**config.mk**
```make
export PLATFORM = sky130hd
export DESIGN_NAME = oled_region_sched
export DESIGN_NICKNAME = d
export VERILOG_FILES = /design/src/rtl/oled_pkg.sv /design/src/rtl/oled_spi_byte.sv /design/src/rtl/oled_region_sched.sv
export SDC_FILE = /design/constraint.sdc
export NUM_CORES = 1
export LEC_CHECK = 0
export BUFFER_PORTS_ARGS = -buffer_cell sky130_fd_sc_hd__buf_4
export CAP_MARGIN = 20
export CORE_ASPECT_RATIO = 1.25
export CORE_MARGIN = 3
export CORE_UTILIZATION = 40
export DETAILED_ROUTE_END_ITERATION = 8
export PLACE_DENSITY = 0.59
export SETUP_SLACK_MARGIN = 0.5
export SYNTH_ARGS = -nofsm -noshare
export SYNTH_HDL_FRONTEND = slang
export SYNTH_SLANG_ARGS = --single-unit
```
**constraint.sdc**
```tcl
create_clock -name clk -period 3.9 [get_ports clk]
set_input_delay 0.39 -clock clk [delete_from_list [all_inputs] [get_ports clk]]
set_output_delay 0.39 -clock clk [all_outputs]
set_load 0.05 [all_outputs]
```
**src/rtl/oled_pkg.sv**
```systemverilog
// Shared constants and state encoding for the OLED region scheduler.
package oled_pkg;

  // SSD1351-style window / write-RAM opcodes
  localparam logic [7:0] c_cmd_set_col = 8'h15;
  localparam logic [7:0] c_cmd_set_row = 8'h75;
  localparam logic [7:0] c_cmd_wr_ram  = 8'h5C;

  // command phase counts down from here to zero, one byte per step
  localparam logic [2:0] c_cmd_last_idx = 3'd6;

  typedef enum logic [2:0] {
    S_IDLE  = 3'd0,
    S_CMD   = 3'd1,
    S_FETCH = 3'd2,
    S_PIX   = 3'd3,
    S_FIN   = 3'd4
  } state_t;

  function automatic logic [1:0] onehot2(input logic sel);
    return sel ? 2'b10 : 2'b01;
  endfunction

endpackage

```
**src/rtl/oled_spi_byte.sv**
```systemverilog
// Mode-0 byte shifter: MSB first, spi_clk = clk/2, 16 clk cycles per byte.
module oled_spi_byte (
  input  logic       clk,
  input  logic       resetn,
  input  logic       ld_valid,
  input  logic [7:0] ld_byte,
  input  logic       ld_dc,
  output logic       ld_ready,
  output logic       spi_csn,
  output logic       spi_clk,
  output logic       spi_mosi,
  output logic       spi_dc
);

  logic       busy_q;
  logic       sclk_q;
  logic       dc_q;
  logic [3:0] cnt_q;
  logic [7:0] sh_q;

  // load a byte when idle, then toggle sclk 16 times; shift on each falling edge
  always_ff @(posedge clk or negedge resetn) begin
    if (!resetn) begin
      busy_q <= 1'b0;
      sclk_q <= 1'b0;
      dc_q   <= 1'b0;
      cnt_q  <= 4'd0;
      sh_q   <= 8'h00;
    end else if (!busy_q) begin
      sclk_q <= 1'b0;
      if (ld_valid) begin
        busy_q <= 1'b1;
        sh_q   <= ld_byte;
        dc_q   <= ld_dc;
        cnt_q  <= 4'd15;
      end
    end else begin
      sclk_q <= ~sclk_q;
      if (sclk_q) sh_q <= {sh_q[6:0], 1'b0};
      cnt_q <= cnt_q - 4'd1;
      if (cnt_q == 4'd0) busy_q <= 1'b0;
    end
  end

  assign ld_ready = ~busy_q;
  assign spi_csn  = ~busy_q;
  assign spi_clk  = sclk_q;
  assign spi_mosi = sh_q[7];
  assign spi_dc   = dc_q;

endmodule

```
**src/rtl/oled_region_sched.sv**
```systemverilog
// Two-requester OLED window scheduler: arbitrates, emits the window
// command, then streams framebuffer pixels in raster order to the shifter.
//
// state   | meaning
// IDLE    | waiting for init_done and a request; grants round-robin
// CMD     | sending 15 x0 x1 75 y0 y1 5C
// FETCH   | fb_rd pulse, then capture fb_data the following cycle
// PIX     | sending the captured pixel (1 or 2 bytes)
// FIN     | one-cycle done pulse for the served requester
module oled_region_sched
  import oled_pkg::*;
#(
  parameter int c_x_bits     = 7,
  parameter int c_y_bits     = 7,
  parameter int c_color_bits = 16
) (
  input  logic                      clk,
  input  logic                      resetn,
  input  logic                      init_done,
  input  logic [1:0]                req,
  input  logic [2*c_x_bits-1:0]     req_x0,
  input  logic [2*c_x_bits-1:0]     req_x1,
  input  logic [2*c_y_bits-1:0]     req_y0,
  input  logic [2*c_y_bits-1:0]     req_y1,
  output logic [1:0]                gnt,
  output logic [1:0]                done,
  output logic                      busy,
  output logic                      tx_valid,
  output logic [7:0]                tx_byte,
  output logic                      tx_dc,
  input  logic                      tx_ready,
  output logic                      fb_rd,
  output logic [c_x_bits-1:0]       fb_x,
  output logic [c_y_bits-1:0]       fb_y,
  input  logic [c_color_bits-1:0]   fb_data,
  output logic                      spi_csn,
  output logic                      spi_clk,
  output logic                      spi_mosi,
  output logic                      spi_dc
);

  localparam logic c_two_bytes = (c_color_bits > 8);

  state_t state_q, state_d;

  logic                    last_q;
  logic                    owner_q;
  logic [1:0]              gnt_q;
  logic [c_x_bits-1:0]     x0_q, x1_q, cx_q;
  logic [c_y_bits-1:0]     y0_q, y1_q, cy_q;
  logic [2:0]              cmd_cnt_q;
  logic                    fetch_ph_q;
  logic [c_color_bits-1:0] pix_q;
  logic                    pix_hi_q;

  logic                    sh_ready;
  logic                    xfer;
  logic                    grant_any;
  logic                    grant_sel;
  logic                    last_pix;
  logic [15:0]             pix16;
  logic [c_x_bits-1:0]     gx0, gx1, gx_lo, gx_hi;
  logic [c_y_bits-1:0]     gy0, gy1, gy_lo, gy_hi;

  // the shifter's own readiness gates the handshake alongside tx_ready
  assign xfer      = tx_valid & tx_ready & sh_ready;
  assign grant_any = init_done & (|req);
  // on contention favour the requester not granted last
  assign grant_sel = (req == 2'b11) ? ~last_q : req[1];
  assign last_pix  = (cx_q == x1_q) && (cy_q == y1_q);
  assign pix16     = 16'(pix_q);

  // selected requester's window, normalised so lo <= hi on each axis
  always_comb begin
    gx0   = grant_sel ? req_x0[2*c_x_bits-1 -: c_x_bits] : req_x0[c_x_bits-1:0];
    gx1   = grant_sel ? req_x1[2*c_x_bits-1 -: c_x_bits] : req_x1[c_x_bits-1:0];
    gy0   = grant_sel ? req_y0[2*c_y_bits-1 -: c_y_bits] : req_y0[c_y_bits-1:0];
    gy1   = grant_sel ? req_y1[2*c_y_bits-1 -: c_y_bits] : req_y1[c_y_bits-1:0];
    gx_lo = (gx0 > gx1) ? gx1 : gx0;
    gx_hi = (gx0 > gx1) ? gx0 : gx1;
    gy_lo = (gy0 > gy1) ? gy1 : gy0;
    gy_hi = (gy0 > gy1) ? gy0 : gy1;
  end

  // state register
  always_ff @(posedge clk or negedge resetn) begin
    if (!resetn) state_q <= S_IDLE;
    else         state_q <= state_d;
  end

  // next state and byte-stream outputs; tx_byte/tx_dc depend only on
  // registered state so they hold while a byte waits for acceptance
  always_comb begin
    state_d  = state_q;
    tx_valid = 1'b0;
    tx_byte  = 8'h00;
    tx_dc    = 1'b1;
    fb_rd    = 1'b0;
    case (state_q)
      S_IDLE: begin
        if (grant_any) state_d = S_CMD;
      end
      S_CMD: begin
        tx_valid = 1'b1;
        case (cmd_cnt_q)
          3'd6:    begin tx_byte = c_cmd_set_col; tx_dc = 1'b0; end
          3'd5:    tx_byte = 8'(x0_q);
          3'd4:    tx_byte = 8'(x1_q);
          3'd3:    begin tx_byte = c_cmd_set_row; tx_dc = 1'b0; end
          3'd2:    tx_byte = 8'(y0_q);
          3'd1:    tx_byte = 8'(y1_q);
          default: begin tx_byte = c_cmd_wr_ram; tx_dc = 1'b0; end
        endcase
        if (xfer && (cmd_cnt_q == 3'd0)) state_d = S_FETCH;
      end
      S_FETCH: begin
        fb_rd = ~fetch_ph_q;
        if (fetch_ph_q) state_d = S_PIX;
      end
      S_PIX: begin
        tx_valid = 1'b1;
        tx_byte  = pix_hi_q ? pix16[15:8] : pix16[7:0];
        if (xfer && !pix_hi_q) state_d = last_pix ? S_FIN : S_FETCH;
      end
      S_FIN: begin
        state_d = S_IDLE;
      end
      default: state_d = S_IDLE;
    endcase
  end

  // grant latch, window counters, command counter and pixel capture
  always_ff @(posedge clk or negedge resetn) begin
    if (!resetn) begin
      last_q     <= 1'b1;
      owner_q    <= 1'b0;
      gnt_q      <= 2'b00;
      x0_q       <= '0;
      x1_q       <= '0;
      y0_q       <= '0;
      y1_q       <= '0;
      cx_q       <= '0;
      cy_q       <= '0;
      cmd_cnt_q  <= 3'd0;
      fetch_ph_q <= 1'b0;
      pix_q      <= '0;
      pix_hi_q   <= 1'b0;
    end else begin
      gnt_q <= 2'b00;
      case (state_q)
        S_IDLE: begin
          if (grant_any) begin
            owner_q    <= grant_sel;
            last_q     <= grant_sel;
            gnt_q      <= onehot2(grant_sel);
            x0_q       <= gx_lo;
            x1_q       <= gx_hi;
            y0_q       <= gy_lo;
            y1_q       <= gy_hi;
            cx_q       <= gx_lo;
            cy_q       <= gy_lo;
            cmd_cnt_q  <= c_cmd_last_idx;
            fetch_ph_q <= 1'b0;
          end
        end
        S_CMD: begin
          if (xfer) cmd_cnt_q <= cmd_cnt_q - 3'd1;
        end
        S_FETCH: begin
          fetch_ph_q <= ~fetch_ph_q;
          if (fetch_ph_q) begin
            pix_q    <= fb_data;
            pix_hi_q <= c_two_bytes;
          end
        end
        S_PIX: begin
          if (xfer) begin
            if (pix_hi_q) begin
              pix_hi_q <= 1'b0;
            end else if (!last_pix) begin
              if (cx_q == x1_q) begin
                cx_q <= x0_q;
                cy_q <= cy_q + c_y_bits'(1);
              end else begin
                cx_q <= cx_q + c_x_bits'(1);
              end
            end
          end
        end
        default: ;
      endcase
    end
  end

  assign gnt  = gnt_q;
  assign done = (state_q == S_FIN) ? onehot2(owner_q) : 2'b00;
  assign busy = (state_q != S_IDLE);
  assign fb_x = cx_q;
  assign fb_y = cy_q;

  oled_spi_byte u_spi (
    .clk      (clk),
    .resetn   (resetn),
    .ld_valid (tx_valid & tx_ready),
    .ld_byte  (tx_byte),
    .ld_dc    (tx_dc),
    .ld_ready (sh_ready),
    .spi_csn  (spi_csn),
    .spi_clk  (spi_clk),
    .spi_mosi (spi_mosi),
    .spi_dc   (spi_dc)
  );

endmodule

```
---- After elaboration in Yosys (flattened, before gate mapping) ----
Cells that the tools add are included.
storage, ports and cells
  output and inout port bits .............. 34
  logic and storage cells ................. 137
  register bits after elaboration ......... 85
  bits of input ports ..................... 78
cells by class
  reductions and logical operators ........ 26
  $add $sub $neg .......................... 4
  multiplexer cells ....................... 56
  equal/unequal tests ..................... 23
  $lt $le $gt $ge ......................... 2
  bitwise gates (word level) .............. 7
operators with widths
  cell                   number
  $mux W7                18
  $pmux W7 S6            1
  $mux W8                4
  $pmux W7 S2            2
  $mux W3                7
  $ne A2 B2 Y1 const B   10
  $pmux W8 S2            1
  $add A7 B1 Y7 const B  2
  $eq A7 B7 Y1           2
  $gt A7 B7 Y1           2
  $eq A3 B2 Y1 const B   4
  $eq A3 B3 Y1 const B   4
  $mux W1                12
  $pmux W3 S4            1
  $mux W2                5
  $reduce_and A2 Y1      5
  $reduce_bool A2 Y1     5
  $mux W4                2
  $eq A3 B1 Y1 const B   2
  $logic_not A3 Y1       2
  $pmux W3 S2            1
  $reduce_and A3 Y1      2
  $reduce_and A6 Y1      1
  $reduce_and A5 Y1      1
  other kinds (13)       22

---- Longest topological paths before layout ----
Gate-level depths: netlist of run 1.
  depth after elaboration ................. 8
  mapped depth ............................ 16
  gate-level depth less buffers ........... 12

---- Cells and area by module ----
A second synthesis of run 1 with hierarchy kept.
second synthesis, totals
  cell total of the unflattened synthesis .. 577
  area, all modules ....................... 5677.9 µm²
by module, submodules not included
  module             seq. area each (µm²)  instances  cells an instance  area an instance (µm²)
  oled_region_sched  1752.9                1          510                4897.2
  oled_spi_byte      375.4                 1          67                 780.7

---- Worst setup path before layout of run 1 ----
Ideal clock, no wire load.
  path kind ............................... input to register
  from .................................... input req[1]
  to ...................................... register cy_q[0], in the netlist fb_y[0]
  stages on the path ...................... 15
  path buffers ............................ 6
  arrival time ............................ 3.441 ns
  slack ................................... 0.328 ns
  required time ........................... 3.768 ns
  cell sequence ........................... a21boi_4 buf_6 buf_4 buf_4 buf_2 mux2i_1 inv_1 ha_1 nand4_1 or3_1 buf_2 a21oi_2 buf_6 mux2i_1 nand3_1
between the ends
  cells in the longest elaborated chain, start to end .. 7
  elaborated cells on any way between the ends .. 12
ends and longest elaborated chain
  item                               line                                              source
  start, declared                    oled_region_sched.sv:20                           input logic [1:0] req,
  $eq A2 B2 Y1                       oled_region_sched.sv:69                           assign grant_sel = (req == 2'b11) ? ~last_q : req[1];
  $mux W1                            oled_region_sched.sv:69
  $mux W7, on equally long branches  oled_region_sched.sv:77, oled_region_sched.sv:78
  $gt A7 B7 Y1                       oled_region_sched.sv:81                           gy_lo = (gy0 > gy1) ? gy1 : gy0;
  $mux W7                            oled_region_sched.sv:81
  $mux W7                            oled_region_sched.sv:152                          if (grant_any) begin
  $pmux W7 S2                        oled_region_sched.sv:150                          case (state_q)
  end signal, assigned               oled_region_sched.sv:161                          cy_q <= gy_lo;
  end signal, assigned               oled_region_sched.sv:183                          cy_q <= cy_q + c_y_bits'(1);
  end, declared                      oled_region_sched.sv:50                           logic [c_y_bits-1:0] y0_q, y1_q, cy_q;
Several ways; a longest one is shown, not always the timed one. The select of a mux whose other input is x is not followed.
A chain may end at the register's enable or synchronous reset.

---- Final worst setup path of run 1 ----
  from .................................... register last_q
  to ...................................... register cy_q[4], in the netlist fb_y[4]
between the ends
  cells in the longest elaborated chain, start to end .. 7
  elaborated cells on any way between the ends .. 8
ends and longest elaborated chain
  item                               line                                              source
  start, declared                    oled_region_sched.sv:46                           logic last_q;
  start signal, assigned             oled_region_sched.sv:154                          last_q <= grant_sel;
  $not A1 Y1 (*)                     oled_region_sched.sv:69
  $mux W1 (*)                        oled_region_sched.sv:69
  $mux W7, on equally long branches  oled_region_sched.sv:77, oled_region_sched.sv:78
  $gt A7 B7 Y1                       oled_region_sched.sv:81
  $mux W7 (*)                        oled_region_sched.sv:81
  $mux W7 (*)                        oled_region_sched.sv:152
  $pmux W7 S2 (*)                    oled_region_sched.sv:150
Mark *: on every way between the ends. The rest lies on a longest branch, timed or not. The select of a mux whose other input is x is not followed.

==> summary.txt, run 1 <==
Floorplan
  – Placeable Area: 0.0139 mm^2
  – Rows: 48
  – I/O pin count: about 110
  – Starting Density: 41.2%
  – Die area: 0.0158 mm^2
  – Chip height: between 100 and 150 um
  – Chip Width: about 110 um

Setup path
  – Crit path kind: reg2reg
  – Max stage delay on crit path: 0.53 ns
  – Crit end category: flip-flop
  – Critical Path AT: 3.49 ns
  – Maximum fanout along the worst path: 39
  – Most frequent CP cell: buf_12
  – Crit start category: flip-flop
  – Worst Path Required: 4.17 ns
  – Slowest stage cell, crit path: or3_1
  – CP cell instances: a21boi_4, buf_12, mux2i_2, inv_1, ha_1, nand4_1, or3_1, a21oi_4, buf_12, mux2_4, a22oi_2

STA
  – Worst Hold Margin: around 0.047 ns
  – Final Hold Fails: 0
  – Skew final: about 0.0060 ns
  – Slew at the pin closest to its max-slew limit: 1.01 ns
  – Final setup violation count: 0
  – RSZ-0062 raised after global routing: yes
  – Final TNS setup: 0 ns
  – Final count of pins violating max slew: 0
  – Fin crit period: 3.22 ns
  – Worst rel slew slack: roughly 31%
  – Final worst slack: 0.680 ns
  – Achievable Freq: 0.311 GHz
  – Period utilisation layout: 82.6%

Clock tree
  – H-tree levels: 3
  – Clock Sinks: 85
  – Clock slew at reported path FFs: 0.06 ns
  – Worst-case clock buffer depth: 2
  – Root Driver: clkbuf_16
  – TritonCTS buffer count: 9
  – CTS tree: done
  – Worst-Skew Late Latency: ~0.34 ns

Synth
  – Compound-Gate Fraction of Synth Area: between 10% and 20%
  – Post-synth EDFFs: 0
  – Syn avg cell area: 9.35 um^2
  – Post-Synthesis Cell Area: 0.00571 mm^2
  – Mapped Cells: 611
  – Yosys warning count: 0
  – Synth Flop Type: dfrtp_1
  – XOR/XNOR share of the synthesized area: 3.07%
  – Flops & latches, synth: 85
  – Library cells used by synthesis: 70
  – Asr flop ratio synth: 100%
  – Mux contribution to synthesized area: 13.4%
  – Post-Synth Simple-Gate Area: 18.1%
  – Register area share after synthesis: between 30 and 40%
  – Area leader, netlist: dfrtp_1
  – Top post-synthesis cells by area: dfrtp_1, mux2i_1, mux2_2
  – Syn Nets: 710
  – Combinational family with the most area after synthesis: compound AO/OA/AOI/OAI gates
  – Synth Area in Adders: about 4.6%
  – Yosys top cell area share: 36.8%

Global routing
  – Vias in the first global route: 4992
  – Gr usage total: 20.7%
  – Initial antenna violation count: 0
  – First-pass GRT wire length: 26.1 mm
  – Largest net degree at the start of global routing: 86
  – Grt ovf: 0

Final layout
  – Fillers: 1274
  – Final core utilization: 51.2%
  – Area Overhead vs Synth: 24.3%
  – Share of cells above drive strength 1: 26.9%
  – N_diodes: 0
  – FF+latch area: 0.00213 mm^2
  – Area occupied by multi-input gates: 0.00340 mm^2
  – Nets: between 800 and 900
  – Design area: 0.00710 mm^2
  – Non-filler cells in the finished layout: around 890

Job
  – Total of max-cap violations: 0

Route
  – DRT Wirelength: 16.4 mm
  – DR pass1 iterations: 5
  – Initial drt markers: between 300 and 400
  – WL per Instance: about 18 um
  – Post-route ant nets: 0
  – Via/cell ratio: 5.91
  – Via count: 5279
  – Residual DRC: 0

Power and ir drop
  – Max VDD drop: between 600 and 700 uV
  – Total Power: 5.33 mW
  – Pwr per Cell Area: ~750 mW/mm^2
  – Leakage: roughly 3.3 nW

Place
  – Place WS: 0.445 ns
  – Placed Area: 0.00671 mm^2
  – Detailed placer's ending HPWL: 12.4 mm
  – Port Buf Inserts: approximately 110
  – Dpl cells: 873
  – Final GP Congestion: 0.937

Min path
  – Hold WC Path Type: in2async

Run status
  – Status: complete, no violations
## per-layer routing
metal	GRT usage (%)	up-vias	part of all wire, %
met5	0	-	0
met4	9.18	0	3.3
met3	3.04	34	5.8
met2	32.8	205	47
met1	27.9	2552	44
li1	-	2488	-
## power breakdown
group / internal [mW] / total, mW / switching (mW)
registers: 1.27 / 1.71 / 0.449
logic: 1.08 / 2.70 / 1.62
clock network: 0.557 / 0.915 / 0.358
total: 2.90 / 5.33 / 2.43
## cell usage after synthesis, types with 6 or more instances
cell       n
or3_1      9
nand4_1    6
and3_1     6
nand2_1   66
a221oi_1   7
a21o_1    10
clkbuf_1  25
a221o_1   14
inv_1     16
nand2b_1  13
ha_1      21
o211ai_1   9
o21ai_0   31
nor3_1    17
nor2_1    33
dfrtp_1   84
mux2_2    33
mux2i_1   38
a21oi_1   34
nand3_1   25
xor2_1    17
## critical path: cells and delay by family, from the launching register on
kind	cells	cell delay, ns
DFF	1	0.39
buffers and inverters	3	0.49
AOI/OAI and AO/OA	3	0.55
and+or+nand+nor	2	0.70
adders and majority gates	1	0.37
muxes	2	0.64
## area by class of cell
class	count	area share, %
multi-input combinational	475	47.9
clock buffer	9	3.17
sequential	85	30.0
timing repair buffer	124	13.6
tap	175	3.08
inverter	18	0.952
clock inverter	7	1.27
## cells by family after synthesis
group                      count (synthesis)
muxes                                     72
DFF                                       85
xor gates and xnor gates                  20
adders and majority gates                 21
AOI/OAI and AO/OA                        156
and+or+nand+nor                          206
buffers and inverters                     51
## path summary, 6_finish.rpt
path | startpoint | end | slack, ns | depth (start not counted)
max | last_q | fb_y[4] | 0.68 | 11
min | resetn | pix16[4] | 0.05 | 1
max reg2reg | last_q | fb_y[4] | 0.68 | 11
min reg2reg | u_spi.sh_q[7] | u_spi.sh_q[7] | 0.48 | 2
max in group asynchronous | resetn | u_spi.cnt_q[2] | 3.22 | 2
min in group clk | fb_data[2] | pix16[2] | 0.27 | 2
## state kept, by name, indices dropped and copies added, names as in the netlist, 4 cells and up
register,flops
fb_x,7
fb_y,7
pix16,16
u_spi.cnt_q,4
u_spi.sh_q,8
x0_q,7
x1_q,7
y0_q,7
y1_q,7
## layout by cell type, fill, tap and decap left out, drive strengths merged, types with 9 or more instances in the layout
master / synthesis / routed
or3: 9 / 9
nand2b: 13 / 13
nand3: 25 / 25
a21oi: 36 / 36
inv: 17 / 17
a221oi: 9 / 9
buf: 8 / 124
o21ai: 31 / 31
nor3: 18 / 18
a221o: 14 / 14
xor2: 17 / 17
mux2i: 38 / 38
nor2: 33 / 33
a21o: 10 / 10
clkbuf: 25 / 9
ha: 21 / 21
o211ai: 9 / 9
mux2: 34 / 34
nand2: 66 / 66
dfrtp: 84 / 84
## timing repair
item                                    in CTS  in global routing
buffers inserted                             0                  3
gates resized for setup                      0                  3
hold buffers                                 0                  0
endpoints found under the setup margin       0                 21
hold endpoints to repair                     0                  0
Note: power is estimated with default switching activity, not from simulation.
==> inputs of run 2 (changes only) <==
Clock period 3.9 ns to 3 ns, I/O delays scaled along.
==> summary.txt, run 2 (synthesis results as in run 1) <==
Global routing
  – Vias in the first global route: 5581 (was 4992)
  – First-pass GRT wire length: 28.1 mm (was 26.1 mm)
  – Largest net degree at the start of global routing: 86 (unchanged)
  – Gr usage total: 22.0% (was 20.7%)
  – Grt ovf: 0 (unchanged)
  – Initial antenna violation count: 0 (unchanged)

Clock tree
  – TritonCTS buffer count: 9 (unchanged)
  – Worst-Skew Late Latency: 0.34 ns (about the same)
  – Root Driver: clkbuf_16 (unchanged)
  – CTS tree: done (unchanged)
  – Clock slew at reported path FFs: 0.06 ns (about the same)
  – H-tree levels: 3 (unchanged)
  – Worst-case clock buffer depth: 2 (unchanged)
  – Clock Sinks: 85 (unchanged)

Place
  – Detailed placer's ending HPWL: 12.7 mm (was 12.4 mm)
  – Port Buf Inserts: 111 (unchanged)
  – Final GP Congestion: 0.880 (was 0.937)
  – Place WS: -0.0730 ns (was 0.445 ns)
  – Placed Area: 0.00715 mm^2 (was 0.00671 mm^2)

STA
  – Slew at the pin closest to its max-slew limit: 0.764 ns (was 1.01 ns)
  – Worst Hold Margin: 0.195 ns (was 0.0473 ns)
  – Final setup violation count: 0 (unchanged)
  – RSZ-0062 raised after global routing: yes (unchanged)
  – Fin crit period: 2.91 ns (was 3.22 ns)
  – Final count of pins violating max slew: 0 (unchanged)
  – Achievable Freq: 0.344 GHz (was 0.311 GHz)
  – Period utilisation layout: 96.9% (was 82.6%)
  – Final Hold Fails: 0 (unchanged)
  – Skew final: 0.00642 ns (was 0.00603 ns)
  – Worst rel slew slack: 49.1% (was 30.7%)
  – Final worst slack: 0.0917 ns (was 0.680 ns)

Final layout
  – Nets: 896 (was 812)
  – Most frequent cells in the layout: buf_4, dfrtp_1, nand2_1 (unchanged)
  – N_diodes: 0 (unchanged)
  – Design area: 0.00855 mm^2 (was 0.00710 mm^2)
  – Most common cell after layout, fill and taps aside: buf_4 (unchanged)
  – Final core utilization: 61.6% (was 51.2%)
  – Share of cells above drive strength 1: 45.4% (was 26.9%)
  – Area Overhead vs Synth: 49.7% (was 24.3%)
  – Max reg flops: 16 (unchanged)

Run status
  – Status: complete, no violations (unchanged)

Setup path
  – R2R cell count: 12 (was 11)
  – Crit path kind: reg2reg (unchanged)
  – RR Startpoint: last_q (unchanged)
  – Worst R2R End: x1_q[2] (was fb_y[4])
  – Crit end category: flip-flop (unchanged)
  – R2R setup slack: 0.09 ns (was 0.68 ns)
  – Crit start category: flip-flop (unchanged)
  – Critical Path AT: 3.12 ns (was 3.49 ns)
  – Maximum fanout along the worst path: 8 (was 39)
  – Worst Path Required: 3.21 ns (was 4.17 ns)

Route
  – Via/cell ratio: 5.74 (was 5.91)
  – Via count: 5604 (was 5279)
  – WL per Instance: 18.6 um (was 18.3 um)
  – DR pass1 iterations: 5 (unchanged)
  – Residual DRC: 0 (unchanged)
  – Initial drt markers: 377 (was 370)
  – Post-route ant nets: 0 (unchanged)
  – DRT Wirelength: 18.1 mm (was 16.4 mm)

Floorplan
  – Rows: 48 (unchanged)
  – Chip height: 140 um (unchanged)
  – Starting Density: 41.2% (unchanged)
  – Placeable Area: 0.0139 mm^2 (unchanged)
  – Chip Width: 113 um (unchanged)
  – Die area: 0.0158 mm^2 (unchanged)
  – I/O pin count: 112 (unchanged)

Power and ir drop
  – Total Power: 7.65 mW (was 5.33 mW)
  – Max VDD drop: 758 uV (was 648 uV)
  – Leakage: 3.84 nW (was 3.29 nW)
  – Pwr per Cell Area: 894 mW/mm^2 (was 751 mW/mm^2)

Min path
  – Hold Path Cell Cnt: 2
  – WHS Endpoint: pix16[1]
  – Hold wc startpoint: fb_data[1]
  – Hold WC Path Type: in2reg (was in2async)

Job
  – Total of max-cap violations: 0 (unchanged)
## run 2: power breakdown
group	switching [mW]	internal [mW]	total [mW]
Sequential	0.561	1.65	2.21
Clock	0.436	0.624	1.06
Combinational	2.45	1.93	4.38
## run 2: critical path, stage by stage, from the launching register on
cell and delay, ns:
dfstp_2 0.57, a21boi_4 0.09, buf_12 0.15, mux2_4 0.32, ha_4 0.30, nand4_1 0.13
buf_4 0.18, nor4_4 0.30, buf_6 0.17, buf_6 0.10, a21oi_4 0.05, buf_6 0.12
a221o_1 0.29
## run 2: how the worst max path moves through the flow
stage / start / to / depth (start not counted)
floorplan: last_q / fb_y[0] / 15
global placement: req[0] / fb_y[3] / 11
detailed placement: req[0] / fb_y[3] / 11
CTS: last_q / y1_q[6] / 10
global route: last_q / fb_x[0] / 17
finish: last_q / x1_q[2] / 12
## run 2: stage by stage
stage               instances  setup TNS [ns]
global placement          913         -0.0201
floorplan                 611          -0.574
finish                    976               0
detailed placement        913          -0.224
global route              976               0
CTS                       956               0
## run 2: repair_timing
item                                    CTS  global route
gates resized for setup                  88            54
gates cloned                              1             1
buffers inserted                         27            17
pin swaps                                22            28
endpoints found under the setup margin   49            47
hold buffers                              0             1
hold endpoints to repair                  0            21
## run 2: layer usage
| metal | GRT usage, % | vias up | part of all wire [%] |
|---|---|---|---|
| met1 | 28.4 | 2747 | 43 |
| met4 | 8.29 | 0 | 2.6 |
| li1 | - | 2649 | - |
| met5 | 0 | - | 0 |
| met2 | 37.1 | 173 | 49 |
| met3 | 3.13 | 35 | 4.7 |
## run 2: area by class of cell
| type | instances | area, um^2 |
|---|---|---|
| Clock buffer | 14 | 274 |
| Clock inverter | 1 | 5.00 |
| Fill cell | 1141 | 5320 |
| Inverter | 18 | 68.8 |
| Multi-Input combinational cell | 475 | 4120 |
| Sequential cell | 85 | 2130 |
| Tap cell | 175 | 219 |
| Timing Repair Buffer | 208 | 1730 |
